[config.mk]
export PLATFORM = sky130hd
export DESIGN_NAME = mix_columns_engine
export DESIGN_NICKNAME = d
export VERILOG_FILES = /design/src/rtl/aes_pkg.sv /design/src/rtl/mix_columns_engine_word.sv /design/src/rtl/mix_columns_engine.sv
export SDC_FILE = /design/constraint.sdc
export NUM_CORES = 1
export LEC_CHECK = 0
export BUFFER_PORTS_ARGS = -buffer_cell sky130_fd_sc_hd__buf_2
export CAP_MARGIN = 10
export CORE_ASPECT_RATIO = 1.2
export CORE_MARGIN = 3
export CORE_UTILIZATION = 25
export DETAILED_ROUTE_END_ITERATION = 8
export PLACE_DENSITY = 0.54
export SLEW_MARGIN = 40
export SYNTH_ARGS = -nofsm -noshare
export SYNTH_HDL_FRONTEND = slang
export SYNTH_SLANG_ARGS = --single-unit
[constraint.sdc]
create_clock -name clk -period 1.9 [get_ports clk]
set_input_delay 0.095 -clock clk [delete_from_list [all_inputs] [get_ports clk]]
set_output_delay 0.095 -clock clk [all_outputs]
set_load 0.01 [all_outputs]
[src/rtl/aes_pkg.sv]
// Shared AES helpers: GF(2^8) multiply-by-constant functions, word/state types
// and the MixColumns engine FSM encoding.
package aes_pkg;

    localparam logic [7:0] AES_POLY = 8'h1b;

    typedef logic [127:0] aes_state_t;
    typedef logic [31:0]  aes_word_t;

    typedef enum logic [1:0] {
        ST_IDLE = 2'd0,
        ST_BUSY = 2'd1,
        ST_DONE = 2'd2
    } mc_fsm_t;

    // Multiply by x modulo the AES field polynomial.
    function automatic logic [7:0] xtime(input logic [7:0] x);
        return {x[6:0], 1'b0} ^ (x[7] ? AES_POLY : 8'h00);
    endfunction

    function automatic logic [7:0] gmul2(input logic [7:0] x);
        return xtime(x);
    endfunction

    function automatic logic [7:0] gmul3(input logic [7:0] x);
        return xtime(x) ^ x;
    endfunction

    // 9x = 8x ^ x
    function automatic logic [7:0] gmul9(input logic [7:0] x);
        return xtime(xtime(xtime(x))) ^ x;
    endfunction

    // 11x = 8x ^ 2x ^ x
    function automatic logic [7:0] gmul11(input logic [7:0] x);
        logic [7:0] x2;
        x2 = xtime(x);
        return xtime(xtime(x2)) ^ x2 ^ x;
    endfunction

    // 13x = 8x ^ 4x ^ x
    function automatic logic [7:0] gmul13(input logic [7:0] x);
        logic [7:0] x4;
        x4 = xtime(xtime(x));
        return xtime(x4) ^ x4 ^ x;
    endfunction

    // 14x = 8x ^ 4x ^ 2x
    function automatic logic [7:0] gmul14(input logic [7:0] x);
        logic [7:0] x2;
        logic [7:0] x4;
        x2 = xtime(x);
        x4 = xtime(x2);
        return xtime(x4) ^ x4 ^ x2;
    endfunction

endpackage

[src/rtl/mix_columns_engine_word.sv]
// One-column MixColumns / InvMixColumns, purely combinational.
// Row 0 sits in the top byte of the column word.
module mix_column_word
    import aes_pkg::*;
(
    input  aes_word_t col_in,
    input  logic      inv,
    output aes_word_t col_out
);

    logic [7:0] a0, a1, a2, a3;
    logic [7:0] f0, f1, f2, f3;
    logic [7:0] i0, i1, i2, i3;

    // Forward and inverse circulants evaluated in parallel, then selected.
    always_comb begin
        a0 = col_in[31:24];
        a1 = col_in[23:16];
        a2 = col_in[15:8];
        a3 = col_in[7:0];

        f0 = gmul2(a0) ^ gmul3(a1) ^ a2        ^ a3;
        f1 = a0        ^ gmul2(a1) ^ gmul3(a2) ^ a3;
        f2 = a0        ^ a1        ^ gmul2(a2) ^ gmul3(a3);
        f3 = gmul3(a0) ^ a1        ^ a2        ^ gmul2(a3);

        i0 = gmul14(a0) ^ gmul11(a1) ^ gmul13(a2) ^ gmul9(a3);
        i1 = gmul9(a0)  ^ gmul14(a1) ^ gmul11(a2) ^ gmul13(a3);
        i2 = gmul13(a0) ^ gmul9(a1)  ^ gmul14(a2) ^ gmul11(a3);
        i3 = gmul11(a0) ^ gmul13(a1) ^ gmul9(a2)  ^ gmul14(a3);

        col_out = inv ? {i0, i1, i2, i3} : {f0, f1, f2, f3};
    end

endmodule

[src/rtl/mix_columns_engine.sv]
// Sequential MixColumns / InvMixColumns engine. A state is latched on accept,
// transformed in place COLS_PER_CYCLE columns per beat, then held on the
// output handshake. DONE can drain and reload on the same edge.
module mix_columns_engine
    import aes_pkg::*;
#(
    parameter int COLS_PER_CYCLE = 4
) (
    input  logic         clk,
    input  logic         rst_n,
    input  logic         in_valid,
    output logic         in_ready,
    input  logic [127:0] state_in,
    input  logic         inv_mode,
    output logic         out_valid,
    input  logic         out_ready,
    output logic [127:0] state_out
);

    localparam int BEATS = 4 / COLS_PER_CYCLE;
    localparam int CNT_W = (BEATS > 1) ? $clog2(BEATS) : 1;

    if (!(COLS_PER_CYCLE == 1 || COLS_PER_CYCLE == 2 || COLS_PER_CYCLE == 4)) begin : g_bad_cpc
        $error("mix_columns_engine: COLS_PER_CYCLE must be 1, 2 or 4");
    end

    mc_fsm_t              state_q, state_d;
    aes_state_t           data_q, data_d;
    logic                 mode_q, mode_d;
    logic [CNT_W-1:0]     cnt_q, cnt_d;
    logic                 out_valid_q, out_valid_d;

    aes_word_t [3:0]                    words_q;
    aes_word_t [3:0]                    words_d;
    logic [COLS_PER_CYCLE-1:0][1:0]     col_sel;
    aes_word_t [COLS_PER_CYCLE-1:0]     col_in;
    aes_word_t [COLS_PER_CYCLE-1:0]     col_out;

    assign words_q = data_q;

    // One column transformer per lane, fed from the column slot picked by cnt.
    for (genvar g = 0; g < COLS_PER_CYCLE; g++) begin : g_col
        always_comb begin
            col_sel[g] = 2'(int'(cnt_q) * COLS_PER_CYCLE + g);
            col_in[g]  = words_q[col_sel[g]];
        end

        mix_column_word u_mcw (
            .col_in  (col_in[g]),
            .inv     (mode_q),
            .col_out (col_out[g])
        );
    end

    // Ready is a pure function of FSM state; DONE passes out_ready through.
    always_comb begin
        in_ready = 1'b0;
        case (state_q)
            ST_IDLE: in_ready = 1'b1;
            ST_DONE: in_ready = out_ready;
            default: in_ready = 1'b0;
        endcase
    end

    // Next-state: load, per-beat in-place column write-back, drain/reload.
    always_comb begin
        state_d     = state_q;
        data_d      = data_q;
        mode_d      = mode_q;
        cnt_d       = cnt_q;
        out_valid_d = out_valid_q;
        words_d     = words_q;

        case (state_q)
            ST_IDLE: begin
                if (in_valid) begin
                    data_d  = state_in;
                    mode_d  = inv_mode;
                    cnt_d   = '0;
                    state_d = ST_BUSY;
                end
            end
            ST_BUSY: begin
                for (int g = 0; g < COLS_PER_CYCLE; g++) begin
                    words_d[col_sel[g]] = col_out[g];
                end
                data_d = words_d;
                if (cnt_q == CNT_W'(BEATS - 1)) begin
                    cnt_d       = '0;
                    state_d     = ST_DONE;
                    out_valid_d = 1'b1;
                end else begin
                    cnt_d = cnt_q + 1'b1;
                end
            end
            ST_DONE: begin
                if (out_ready) begin
                    out_valid_d = 1'b0;
                    if (in_valid) begin
                        data_d  = state_in;
                        mode_d  = inv_mode;
                        cnt_d   = '0;
                        state_d = ST_BUSY;
                    end else begin
                        state_d = ST_IDLE;
                    end
                end
            end
            default: begin
                state_d     = ST_IDLE;
                cnt_d       = '0;
                out_valid_d = 1'b0;
            end
        endcase
    end

    // State registers; reset discards any in-flight state.
    always_ff @(posedge clk or negedge rst_n) begin
        if (!rst_n) begin
            state_q     <= ST_IDLE;
            data_q      <= '0;
            mode_q      <= 1'b0;
            cnt_q       <= '0;
            out_valid_q <= 1'b0;
        end else begin
            state_q     <= state_d;
            data_q      <= data_d;
            mode_q      <= mode_d;
            cnt_q       <= cnt_d;
            out_valid_q <= out_valid_d;
        end
    end

    assign out_valid = out_valid_q;
    assign state_out = data_q;

endmodule

Yosys cells after proc, flatten, opt, wreduce, memory -nomap -nowiden
Index checks and enable logic that the tools add are counted.
{"block": "totals", "output_inout_bits": 130, "register_bits": 133, "in_bits": 133}
{"block": "classes", "eq_ne": 5, "magnitude_cmp": 6, "addsub": 4, "bitwise_logic": 257, "mux": 86, "reduce_logical": 10}
{"op": "8-bit XOR", "count": 251}
{"op": "128-bit bitwise mux", "count": 3}
{"op": "128-bit one-hot mux with 3 select lines", "count": 1}
{"op": "32-bit 2-to-1 mux", "count": 10}
{"op": "128-bit 2-to-1 mux", "count": 2}
{"op": "5-bit 2-to-1 mux", "count": 48}
{"op": "32-bit binary-select mux with 2-bit select", "count": 3}
{"op": "32-bit demux with 2-bit select", "count": 3}
{"op": "8-bit by 5-bit XOR with 8-bit output", "count": 5}
{"op": "2-bit by 3-bit less-than comparator with 1-bit output (second input constant)", "count": 3}
{"op": "1-bit 2-to-1 mux", "count": 8}
{"op": "2-bit by 1-bit >= comparator with 1-bit output (second input constant)", "count": 3}
{"op": "2-bit 2-to-1 mux", "count": 3}
{"op": "2-bit != test (second input constant)", "count": 3}
{"op": "1-bit one-hot mux with 3 select lines", "count": 2}
{"op": "2-bit one-hot mux with 3 select lines", "count": 1}
{"op": "3-bit AND reduction", "count": 2}
{"op": "1-bit by 1-bit adder with 2-bit output (both inputs constant)", "count": 2}
{"op": "1-bit one-hot mux with 2 select lines", "count": 2}
{"op": "2-bit AND reduction", "count": 2}
{"op": "1-bit logical AND", "count": 3}
{"op": "3-bit nonzero test", "count": 1}
{"op": "1-bit by 2-bit adder with 2-bit output (both inputs constant)", "count": 1}
{"op": "2-bit by 1-bit equality test with 1-bit output (second input constant)", "count": 1}
{"op": "other kinds (5)", "count": 5}

Logic depth before layout (Yosys ltp)
Gate-level depths: netlist of the first run.
{"block": "depth", "word_depth": 19, "depth_mapped": 8, "mapped_depth_nobuf": 7}

By module
A second synthesis of the first run with hierarchy kept.
{"block": "unflattened", "hier_cells": 1392, "area_unflattened_um2": 16246.8}
{"mod": "mix_column_word", "area_per_inst_um2": 2209.6, "cells_each": 241, "seq_area_each_um2": 0.0, "instances": 4}
{"mod": "mix_columns_engine", "area_per_inst_um2": 7408.4, "cells_each": 428, "seq_area_each_um2": 3303.2, "instances": 1}

Least setup slack after synthesis of the first run
OpenSTA, ideal clock, no wires.
{"block": "synth_path", "kind": "flip-flop to flip-flop", "start": "register data_q[61] (netlist: state_out[61])", "end": "register data_q[60] (netlist: state_out[60])", "path_stages_with_launch": 9, "period_less_slack_ns": 2.203, "arrival_ns": 2.109, "setup_ns": 0.094, "required_ns": 1.806, "slack_ns": -0.303, "path_cell_list": "dfrtp_1 > buf_2 > xnor2_2 > xor2_1 > xnor2_1 > xnor3_1 > a21oi_1 > xor2_1 > a211oi_1"}
{"block": "synth_via", "elab_chain_len": 16, "elab_cells_between_ends": 40, "classes_between": "mux: 16; bitwise: 24"}
{"item": "from (decl)", "line_no": "mix_columns_engine.sv:28", "source": "aes_state_t data_q, data_d;"}
{"item": "from (signal assigned)", "line_no": "mix_columns_engine.sv:127", "source": "data_q <= data_d;"}
{"item": "32-bit binary-select mux with 2-bit select", "line_no": "mix_columns_engine.sv:45", "source": "col_in[g] = words_q[col_sel[g]];"}
{"item": "32-bit 2-to-1 mux (implied by the code)", "line_no": "mix_columns_engine.sv:45"}
{"item": "8-bit by 5-bit XOR with 8-bit output", "line_no": "aes_pkg.sv:18", "source": "return {x[6:0], 1'b0} ^ (x[7] ? AES_POLY : 8'h00);"}
{"item": "8-bit XOR", "line_no": "aes_pkg.sv:18"}
{"item": "5-bit 2-to-1 mux", "line_no": "aes_pkg.sv:18"}
{"item": "8-bit XOR", "line_no": "aes_pkg.sv:18"}
{"item": "8-bit XOR (2 in series)", "line_no": "aes_pkg.sv:54", "source": "return xtime(x4) ^ x4 ^ x2;"}
{"item": "8-bit XOR (3 in series)", "line_no": "mix_columns_engine_word.sv:27", "source": "i0 = gmul14(a0) ^ gmul11(a1) ^ gmul13(a2) ^ gmul9(a3);"}
{"item": "32-bit 2-to-1 mux", "line_no": "mix_columns_engine_word.sv:32", "source": "col_out = inv ? {i0, i1, i2, i3} : {f0, f1, f2, f3};"}
{"item": "128-bit bitwise mux (2 in series)", "line_no": "mix_columns_engine.sv:85", "source": "words_d[col_sel[g]] = col_out[g];"}
{"item": "128-bit bitwise mux (*)", "line_no": "mix_columns_engine.sv:85"}
{"item": "128-bit one-hot mux with 3 select lines (*)", "line_no": "mix_columns_engine.sv:74", "source": "case (state_q)"}
Mark *: on every way between the ends. The rest lies on a longest branch, timed or not. The select of a mux whose other input is x is not followed.
A chain may end at the register's enable or synchronous reset.

Worst setup path after layout of the first run
{"block": "layout_path", "start": "register data_q[119] (netlist: state_out[119])", "end": "register data_q[122] (netlist: state_out[122])"}
{"block": "layout_via", "elab_chain_len": 16, "elab_cells_between_ends": 40, "classes_between": "mux: 16; bitwise: 24"}
{"item": "32-bit binary-select mux with 2-bit select", "line_no": "mix_columns_engine.sv:45"}
{"item": "32-bit 2-to-1 mux (implied by the code)", "line_no": "mix_columns_engine.sv:45"}
{"item": "5-bit 2-to-1 mux", "line_no": "aes_pkg.sv:18"}
{"item": "8-bit XOR (3 in series)", "line_no": "aes_pkg.sv:18"}
{"item": "8-bit XOR (2 in series)", "line_no": "aes_pkg.sv:38", "source": "return xtime(xtime(x2)) ^ x2 ^ x;"}
{"item": "8-bit XOR (3 in series)", "line_no": "mix_columns_engine_word.sv:27"}
{"item": "32-bit 2-to-1 mux", "line_no": "mix_columns_engine_word.sv:32"}
{"item": "128-bit bitwise mux (2 in series)", "line_no": "mix_columns_engine.sv:85"}
{"item": "128-bit bitwise mux (*)", "line_no": "mix_columns_engine.sv:85"}
{"item": "128-bit one-hot mux with 3 select lines (*)", "line_no": "mix_columns_engine.sv:74"}
Marks and branches as above.

==> metrics.txt, run 1 <==
number of max-cap violations 0; vias in the first global route 17900; min-delay worst type primary input to async pin; fraction of registers with async set/reset 1.00; CTS HTree Levels 4; Synth top cells by count xnor2_1 (685), xor2_1 (187), dfrtp_1 (132); Final Skew 9.14 ps; top-count cell post-synth xnor2_1; Filler cells 5776; first-pass GRT wire length ~110 mm; crit-path leading delay family XOR/XNOR gates; cell area after synthesis ~0.017 mm2; reg2reg end state_out[122]; fin crit share 1.18; failing checks negative setup slack; kind of critical path flop to flop; ys flop type dfrtp_1; final setup margin -336 ps; number of flops mapped to enable cells by yosys 0; worst r2r src state_out[119]; Starting Density 0.253; CTS tree built; antenna-violating nets left 0; Mean Syn Cell Area 9.14 um2; sequential element share of the synthesized area 0.197; gr usage total 0.211; CP max-delay cell dfrtp_1; largest net degree at the start of global routing 50; initial antenna violation count 1; Slew headroom 0.611; Core Region between 0.06 and 0.07 mm2; Crit path required time 2280 ps; multiplexer area fraction after synthesis 0.0161; RSZ-0062 raised after global routing yes; Yosys cell types 52; element type at the critical path end flop; Critical path buffers and inverters 3; Setup Viol. Count Final 116; Synth warnings 0; Worst R2R Setup Slack -340 ps; DRC viols 0; Post-DP HPWL ~57 mm; Clock Sinks 132; Row Count between 100 and 150; Clock Path Buffers 2; drt first-iter violations 960; XOR/XNOR Fraction of Synth Area 0.572; Worst setup SP type flop; fmax between 0.4 and 0.5 GHz; final hold violation count 0; cell count after synthesis ~1800; vias per inst 4.60; area grow syn2layout 87.0%; port bufs 262; Worst-path clk slew 70 ps; TNS Setup -13480 ps; Post-Synthesis Net Count 1967; crit-path max FO 6; Pre-Repair DR Iteration Count 5; synth top area cells xnor2_1 (36%), dfrtp_1 (20%), xor2_1 (9.8%), xnor3_1 (3.4%), xnor2_2 (3.2%); Yosys reg bits 132; top-area cell type share of the netlist area 0.358; NumNets Final ~2900; crit path DAT approximately 2600 ps; critical-path cell list buf_12 > xnor2_4 > buf_6 > buf_6 > xor2_2 > xnor2_2 > xnor2_1 > a211o_1 > o21ai_1 > o21ai_1; Post-Synth Adder-Cell Area 0; Max Slew Vio Count 0; leading area contributor after synthesis xnor2_1; gpl congestion 0.896; # IOs 263; Total Wirelength 79.3 mm; Die Y between 200 and 300 um; Num CTS Buffers 17; GRT overflow 0; via count 16900; Die W approximately 240 um; worst r2r path cells 10; fraction of the mapped netlist area in simple logic gates 0.0523; run status finished with violations; largest family of logic cells by synthesized area XOR/XNOR gates; Die Footprint 0.0702 mm2; minimum clock period 2240 ps; WL/cell 21.6 um; slowest cell delay on critical path 410 ps; Least-Margin Pin Slew ~580 ps; Root Driver clkbuf_16; share of layout cells above drive strength 1 0.574; post-synthesis compound-gate area fraction 0.106; clock latency on the worst-skew pair a little over 500 ps
-- placed cells by master (no fill, tap or decap), types with 67 or more instances in the layout --
master / count
buf_4: 576
xnor2_1: 391
buf_2: 261
xnor2_2: 222
xnor2_4: 114
dlygate4sd3_1: 113
xor2_1: 107
nand2_1: 89
buf_6: 79
dfrtp_1: 69
o21ai_1: 67
-- flip-flops by register name, indices dropped and copies added (netlist names) --
name and flops:
state_q 2, state_out 128, out_valid 1, mode_q 1
-- cells by family (layout without fill, tap and decap cells) --
group                  count (synthesis)  after routing
XOR/XNOR                             967            967
AO/OA/AOI/OAI                        298            298
AND/OR/NAND/NOR                      212            212
buffers and inverters                198           1138
flip-flops                           132            132
multiplexers                          27             27
other                                  0              2
-- repair_timing --
item                                    CTS  global route
endpoints found under the setup margin  126           128
buffers inserted                         85            78
pin swaps                               330           279
hold endpoints to repair                245             0
resized for setup                       425           286
hold buffers                            113             0
-- layer usage --
metal	up-vias	track usage	share of wire
li1	7715	-	-
met1	8425	0.252	0.40
met2	563	0.382	0.51
met3	168	0.0359	0.049
met4	0	0.0758	0.042
met5	-	0	0
-- through the flow --
stage	util	cells	hold WS (ps)	setup WS [ps]	cell area [um2]
floorplan	-	1834	-201	-151	17700
global placement	0.363	3386	-1.28	-433	24000
detailed placement	0.363	3386	1.45	-414	24000
CTS	0.435	3601	0.682	-228	28800
global route	0.474	3666	17.0	-368	31300
finish	0.474	3668	26.5	-336	31300
-- cell type report --
class	count	area, um2	share of cell area
Multi-Input combinational cell	1504	17200	0.549
Tap cell	892	1120	0.0356
Timing Repair Buffer	1094	8920	0.285
Clock buffer	19	453	0.0145
Antenna cell	2	5.00	0.000160
Sequential cell	132	3380	0.108
Clock inverter	13	205	0.00655
Inverter	12	45.0	0.00144
-- how the worst max path moves through the flow --
stage | from | end | slack (ps) | cells past startpoint
after floorplan | state_out[87] | state_out[93] | -150 | 8
after global placement | state_out[125] | state_out[102] | -430 | 9
after detailed placement | state_out[125] | state_out[102] | -410 | 9
after CTS | state_out[87] | state_out[93] | -230 | 8
after global routing | state_out[119] | state_out[122] | -370 | 10
final | state_out[119] | state_out[122] | -340 | 10
Power of run 1 is not shown: default switching activity piles up to over one toggle a cycle in this logic, so the estimate is an artifact.
==> inputs of run 2 (changes only) <==
--- a/config.mk
+++ b/config.mk
@@ -5,13 +5,14 @@
 export SDC_FILE = /design/constraint.sdc
 export NUM_CORES = 1
 export LEC_CHECK = 0
+export ABC_AREA = 1
 export BUFFER_PORTS_ARGS = -buffer_cell sky130_fd_sc_hd__buf_2
 export CAP_MARGIN = 10
 export CORE_ASPECT_RATIO = 1.2
 export CORE_MARGIN = 3
 export CORE_UTILIZATION = 25
 export DETAILED_ROUTE_END_ITERATION = 8
-export PLACE_DENSITY = 0.54
+export PLACE_DENSITY = 0.53
 export SLEW_MARGIN = 40
 export SYNTH_ARGS = -nofsm -noshare
 export SYNTH_HDL_FRONTEND = slang
==> run 2 against run 1 <==
  * Synthesized area is 53% higher
  * Synthesized cell count is 150% higher
  * Via count is 110% higher
  * The flow still finishes with violations (negative setup slack)
  * Register-to-register slack better by 220 ps
  * Cell area is 53% higher
==> metrics.txt, run 2 <==
CTS tree built; final hold violation count 0; Synth warnings 0; area grow syn2layout 86.9%; final setup margin -112 ps; Row Count about 130; minimum clock period 2010 ps; vias in the first global route 32100; Die Y between 300 and 400 um; Crit path required time roughly 2400 ps; Max Slew Vio Count 0; number of max-cap violations 0; Die Footprint about 0.11 mm2; most used cell, CP a21oi_1; Clock Path Buffers 2; CTS HTree Levels 4; RSZ-0062 raised after global routing yes; Core Region 0.101 mm2; WL/cell 19.6 um; NumNets Final just over 6000; Die W 298 um; Least-Margin Pin Slew 541 ps; drt first-iter violations 2357; Post-Synthesis Net Count 4677; via count between 30000 and 40000; Yosys cell types 35; max FFs per register ~130; Area after DPL about 0.036 mm2; kind of critical path flop to flop; cell count after synthesis 4544; sequential element share of the synthesized area 0.129; fraction of registers with async set/reset 1.00; Worst-path clk slew 70 ps; cell area after synthesis between 0.02 and 0.03 mm2; highest-count cells in the layout ignoring fill and taps nand2_1 (1286), buf_4 (912), nand2_2 (478); Hold WS a little over 50 ps; top-count cell post-synth nand2_1; clock latency on the worst-skew pair 550 ps; port bufs 262; Filler cells 9880; run status finished with violations; slowest cell delay on critical path 490 ps; crit path DAT 2470 ps; GRT overflow 0; leading area contributor after synthesis nand2_1; Finished Core Util 0.475; fin cells 7315; Post-DP HPWL 107 mm; element type at the critical path end flop; Root Driver clkbuf_16; Pre-Repair DR Iteration Count 6; fin crit share 1.06; Yosys reg bits about 130; CP max-delay cell dfrtp_2; most common cell after layout, fill and taps aside nand2_1; DRC viols 0; largest net degree at the start of global routing 61; failing checks negative setup slack; Setup Viol. Count Final 64; Total Wirelength 144 mm; critical-path cell list buf_8 > xnor2_1 > xor2_1 > a21oi_1 > o21ai_0 > nand2_1 > o21bai_1 > a21oi_1; number of flops mapped to enable cells by yosys 0; post-route cell area 0.0478 mm2; ys flop type dfrtp_1; min-delay worst type primary input to flop; crit-path max FO 8; vias per inst 4.75; Num CTS Buffers 17; Clock Sinks 132; first-pass GRT wire length about 200 mm; Mean Syn Cell Area 5.63 um2; synth top area cells nand2_1 (28%), xor2_1 (17%), dfrtp_1 (13%), xnor2_1 (9.3%), nand3_1 (6.3%); fmax 0.497 GHz; antenna-violating nets left 0; # IOs 263; initial antenna violation count 6; Final Skew roughly 30 ps; DP Cell Count 6948; gpl congestion 0.976; share of layout cells above drive strength 1 0.490; gr usage total 0.247; Synth top cells by count nand2_1 (1915), xor2_1 (511), inv_1 (356); Slew headroom 0.639; Starting Density 0.254; Worst setup SP type flop; top-area cell type share of the netlist area 0.281
[run 2: changes by cell type after synthesis, sizes merged, moves of 32 or more]
cell,before,now
xnor2,727,278
nor2,69,346
nand3,9,321
o21ai,110,196
xor2,205,527
inv,11,381
nand3b,0,32
nand2,103,1954
[run 2: repair_timing]
action                                  CTS  global route
pin swaps                               185           562
buffers inserted                         88           141
endpoints found under the setup margin  125           132
resized for setup                       676          1336
endpoints found under the hold margin   225             0
hold buffers                            129             0
gates cloned                              1             4
[run 2: cell families after synthesis]
kind of cell              synth area share
xor gates and xnor gates             0.285
AOI/OAI and AO/OA                   0.0669
buffers and inverters               0.0966
DFF                                  0.129
and+or+nand+nor                      0.423
[run 2: final timing paths]
| check | start | end | slack (ps) | depth (start not counted) |
|---|---|---|---|---|
| max | state_out[21] | state_out[22] | -110 | 8 |
| min | state_in[87] | state_out[87] | 50 | 5 |
| max reg2reg | state_out[21] | state_out[22] | -110 | 8 |
| min reg2reg | out_valid | out_valid | 480 | 2 |
| max in group asynchronous | rst_n | state_out[69] | 440 | 4 |
| min in group asynchronous | rst_n | state_out[111] | 560 | 3 |
[run 2: metal layers]
metal | wire length [um] | track usage | part of all wire | up-vias
met2 | 68500 | 0.427 | 0.48 | 1291
met4 | 8370 | 0.106 | 0.058 | 2
li1 | - | - | - | 16500
met5 | 7 | 0 | 0.000049 | -
met3 | 8000 | 0.0335 | 0.056 | 390
met1 | 58700 | 0.307 | 0.41 | 16500
[run 2: layout make-up]
cell class | count | area [um2] | area share
antenna | 2 | 5.00 | 0.000105
clock buffer | 17 | 425 | 0.00890
clock inverter | 15 | 121 | 0.00254
inverter | 393 | 1590 | 0.0332
multi-input combinational | 3821 | 27400 | 0.572
sequential | 132 | 3400 | 0.0712
tap | 1354 | 1690 | 0.0354
timing repair buffer | 1581 | 13200 | 0.277
[run 2: critical path, delay by kind of cell (launching register included)]
kind,cells,cell delay [ps]
XOR/XNOR,2,630
AO/OA/AOI/OAI,4,510
flip-flops,1,490
buffers and inverters,1,190
AND/OR/NAND/NOR,1,120
[run 2: stage by stage]
stage,setup TNS [ps],setup slack [ps]
finish,-2310,-112
global placement,-17450,-377
floorplan,0,14.0
global route,-12060,-201
detailed placement,-18680,-369
CTS,-622,-68.5
Power of run 2 is left out for the same reason.
==> inputs of run 3 (changes only) <==
--- a/config.mk
+++ b/config.mk
@@ -8,11 +8,13 @@
 export ABC_AREA = 1
 export BUFFER_PORTS_ARGS = -buffer_cell sky130_fd_sc_hd__buf_2
 export CAP_MARGIN = 10
+export CELL_PAD_IN_SITES_DETAIL_PLACEMENT = 0
+export CELL_PAD_IN_SITES_GLOBAL_PLACEMENT = 2
 export CORE_ASPECT_RATIO = 1.2
 export CORE_MARGIN = 3
 export CORE_UTILIZATION = 25
 export DETAILED_ROUTE_END_ITERATION = 8
-export PLACE_DENSITY = 0.53
+export PLACE_DENSITY = 0.81
 export SLEW_MARGIN = 40
 export SYNTH_ARGS = -nofsm -noshare
 export SYNTH_HDL_FRONTEND = slang
==> run 3 against run 2 <==
  * The run ends with negative hold slack, negative setup slack left
  * Sequential share of layout area fell by 0.082 points
  * Cell area rose by 1.4%
  * Routed wire length rose by 2.2%
  * Register-to-register slack barely moved
  * Non-clock buffer count rose by 35
  * First-iteration DRC count fell by 11%
  * Clock skew fell by 15 ps
  * Die area did not move
  * Sequential cell count did not move
  * Worst hold slack got worse by 94 ps
  * Global-route usage rose by 1.2 points
  * Critical path type unchanged
==> metrics.txt, run 3 (synthesized netlist as in run 2, its figures left out) <==
CTS HTree Levels 4; max FFs per register 128; drt first-iter violations 2105; Slew headroom 0.606; largest net degree at the start of global routing 68; Worst setup SP type flop; most common cell after layout, fill and taps aside nand2_1; vias per inst ~4.7; worst r2r path cells 13; gpl congestion 1.01; GRT overflow 0; Least-Margin Pin Slew 590 ps; Crit path required time 2350 ps; Worst-path clk slew 80 ps; final setup margin -125 ps; fmax 0.494 GHz; min-delay worst type primary input to flop; critical-path cell list buf_12 > xnor2_4 > buf_12 > nand2_2 > nand2_2 > nand3_2 > nand2_2 > nand2_2 > nand2_1 > nand3_1 > nand3_2 > nand2_2 > a21oi_4; clock latency on the worst-skew pair ~540 ps; Hold Path End state_out[51]; kind of critical path flop to flop; final hold violation count 1; WL/cell about 20 um; post-route cell area 0.0485 mm2; Clock Sinks between 100 and 150; worst r2r src state_out[79]; CP max-delay cell dfrtp_2; number of max-cap violations 0; Die W 298 um; Finished Core Util 0.481; element type at the critical path end flop; Die Footprint roughly 0.11 mm2; highest-count cells in the layout ignoring fill and taps nand2_1 (1291), buf_4 (923), nand2_2 (437); NumNets Final 6114; crit-path max FO 3; RSZ-0062 raised after global routing yes; Max Slew Vio Count 0; WHS Path Cells 3; initial antenna violation count 3; Starting Density 0.254; DRC viols 0; share of layout cells above drive strength 1 0.496; first-pass GRT wire length a little over 200 mm; Pre-Repair DR Iteration Count 5; crit path DAT between 2000 and 2500 ps; Hold WS -41.7 ps; Clock Path Buffers 2; CTS tree built; fin crit share 1.07; antenna-violating nets left 0; reg2reg end state_out[83]; vias in the first global route 32600; Core Region 0.101 mm2; most used cell, CP nand2_2; Die Y 356 um; Num CTS Buffers 17; Worst R2R Setup Slack -130 ps; minimum clock period between 2000 and 2500 ps; slowest cell delay on critical path 460 ps; Row Count 127; hold_sp state_in[51]; port bufs 262; area grow syn2layout 89.4%; Area after DPL 0.0357 mm2; Post-DP HPWL 112 mm; Setup Viol. Count Final 54; # IOs approximately 260; via count 34300; Final Skew 15.1 ps; failing checks negative hold slack, negative setup slack; Total Wirelength 147 mm; Root Driver clkbuf_16; run status finished with violations; gr usage total 0.259
## run 3: changes by cell type in the layout (fill, tap and decap cells not counted), moves of 7 or more
cell	change
nand2_4	+33
buf_4	+11
xnor2_1	+14
xor2_1	-12
nand2_2	-41
xnor2_2	-8
buf_6	+32
dlygate4sd3_1	-19
nand3_1	-7
buf_16	+7
xor2_4	-8
xor2_2	+20
## run 3: how the worst max path moves through the flow
stage | startpoint | end | slack, ps | cells after the start
final | state_out[79] | state_out[83] | -130 | 13
after global routing | state_out[79] | state_out[75] | -230 | 17
after detailed placement | state_out[14] | state_out[10] | -470 | 11
after CTS | state_out[23] | state_out[21] | -120 | 13
after global placement | state_out[14] | state_out[10] | -540 | 11
after floorplan | state_out[45] | state_out[57] | 10 | 15
## run 3: metal layers
layer  vias to the layer above  global-route usage  share of wire
met5                         -                   0       0.000089
met4                         2              0.0944          0.043
met3                       261              0.0304          0.046
met2                      1014               0.450           0.49
met1                     16400               0.328           0.42
li1                      16600                   -              -
## run 3: through the flow
step / setup slack [ps] / hold WS (ps) / setup TNS (ps) / instances
global placement: -536 / 90.4 / -20680 / 6955
floorplan: 14.0 / -201 / 0 / 4544
global route: -229 / 9.21 / -13150 / 7349
CTS: -123 / 0.124 / -1590 / 7185
finish: -125 / -41.7 / -2270 / 7351
detailed placement: -471 / 92.9 / -20110 / 6955
## run 3: layout make-up
cell class              instances  area (um2)
repair buffers               1616       13800
diodes                          3        7.51
clock buffers                  25         505
multi-input cells            3821       27400
clock inverters                 7        72.6
inverters                     393        1610
well taps                    1354        1690
flip-flops and latches        132        3410
fillers                     10100       52300
## run 3: critical path, delay by kind of cell, from the launching register on
| kind | cells | cell delay, ps |
|---|---|---|
| xor gates and xnor gates | 1 | 250 |
| buffers and inverters | 2 | 300 |
| and+or+nand+nor | 9 | 720 |
| AOI/OAI and AO/OA | 1 | 210 |
| DFF | 1 | 460 |
## run 3: what timing repair did
| item | 4_1_cts | 5_1_grt |
|---|---|---|
| setup endpoints to repair | 126 | 128 |
| setup buffers | 91 | 176 |
| pin swaps | 179 | 592 |
| hold buffers | 109 | 0 |
| cloned | 1 | 6 |
| resized for setup | 653 | 1443 |
| endpoints found under the hold margin | 213 | 0 |
Power of run 3 is left out for the same reason.
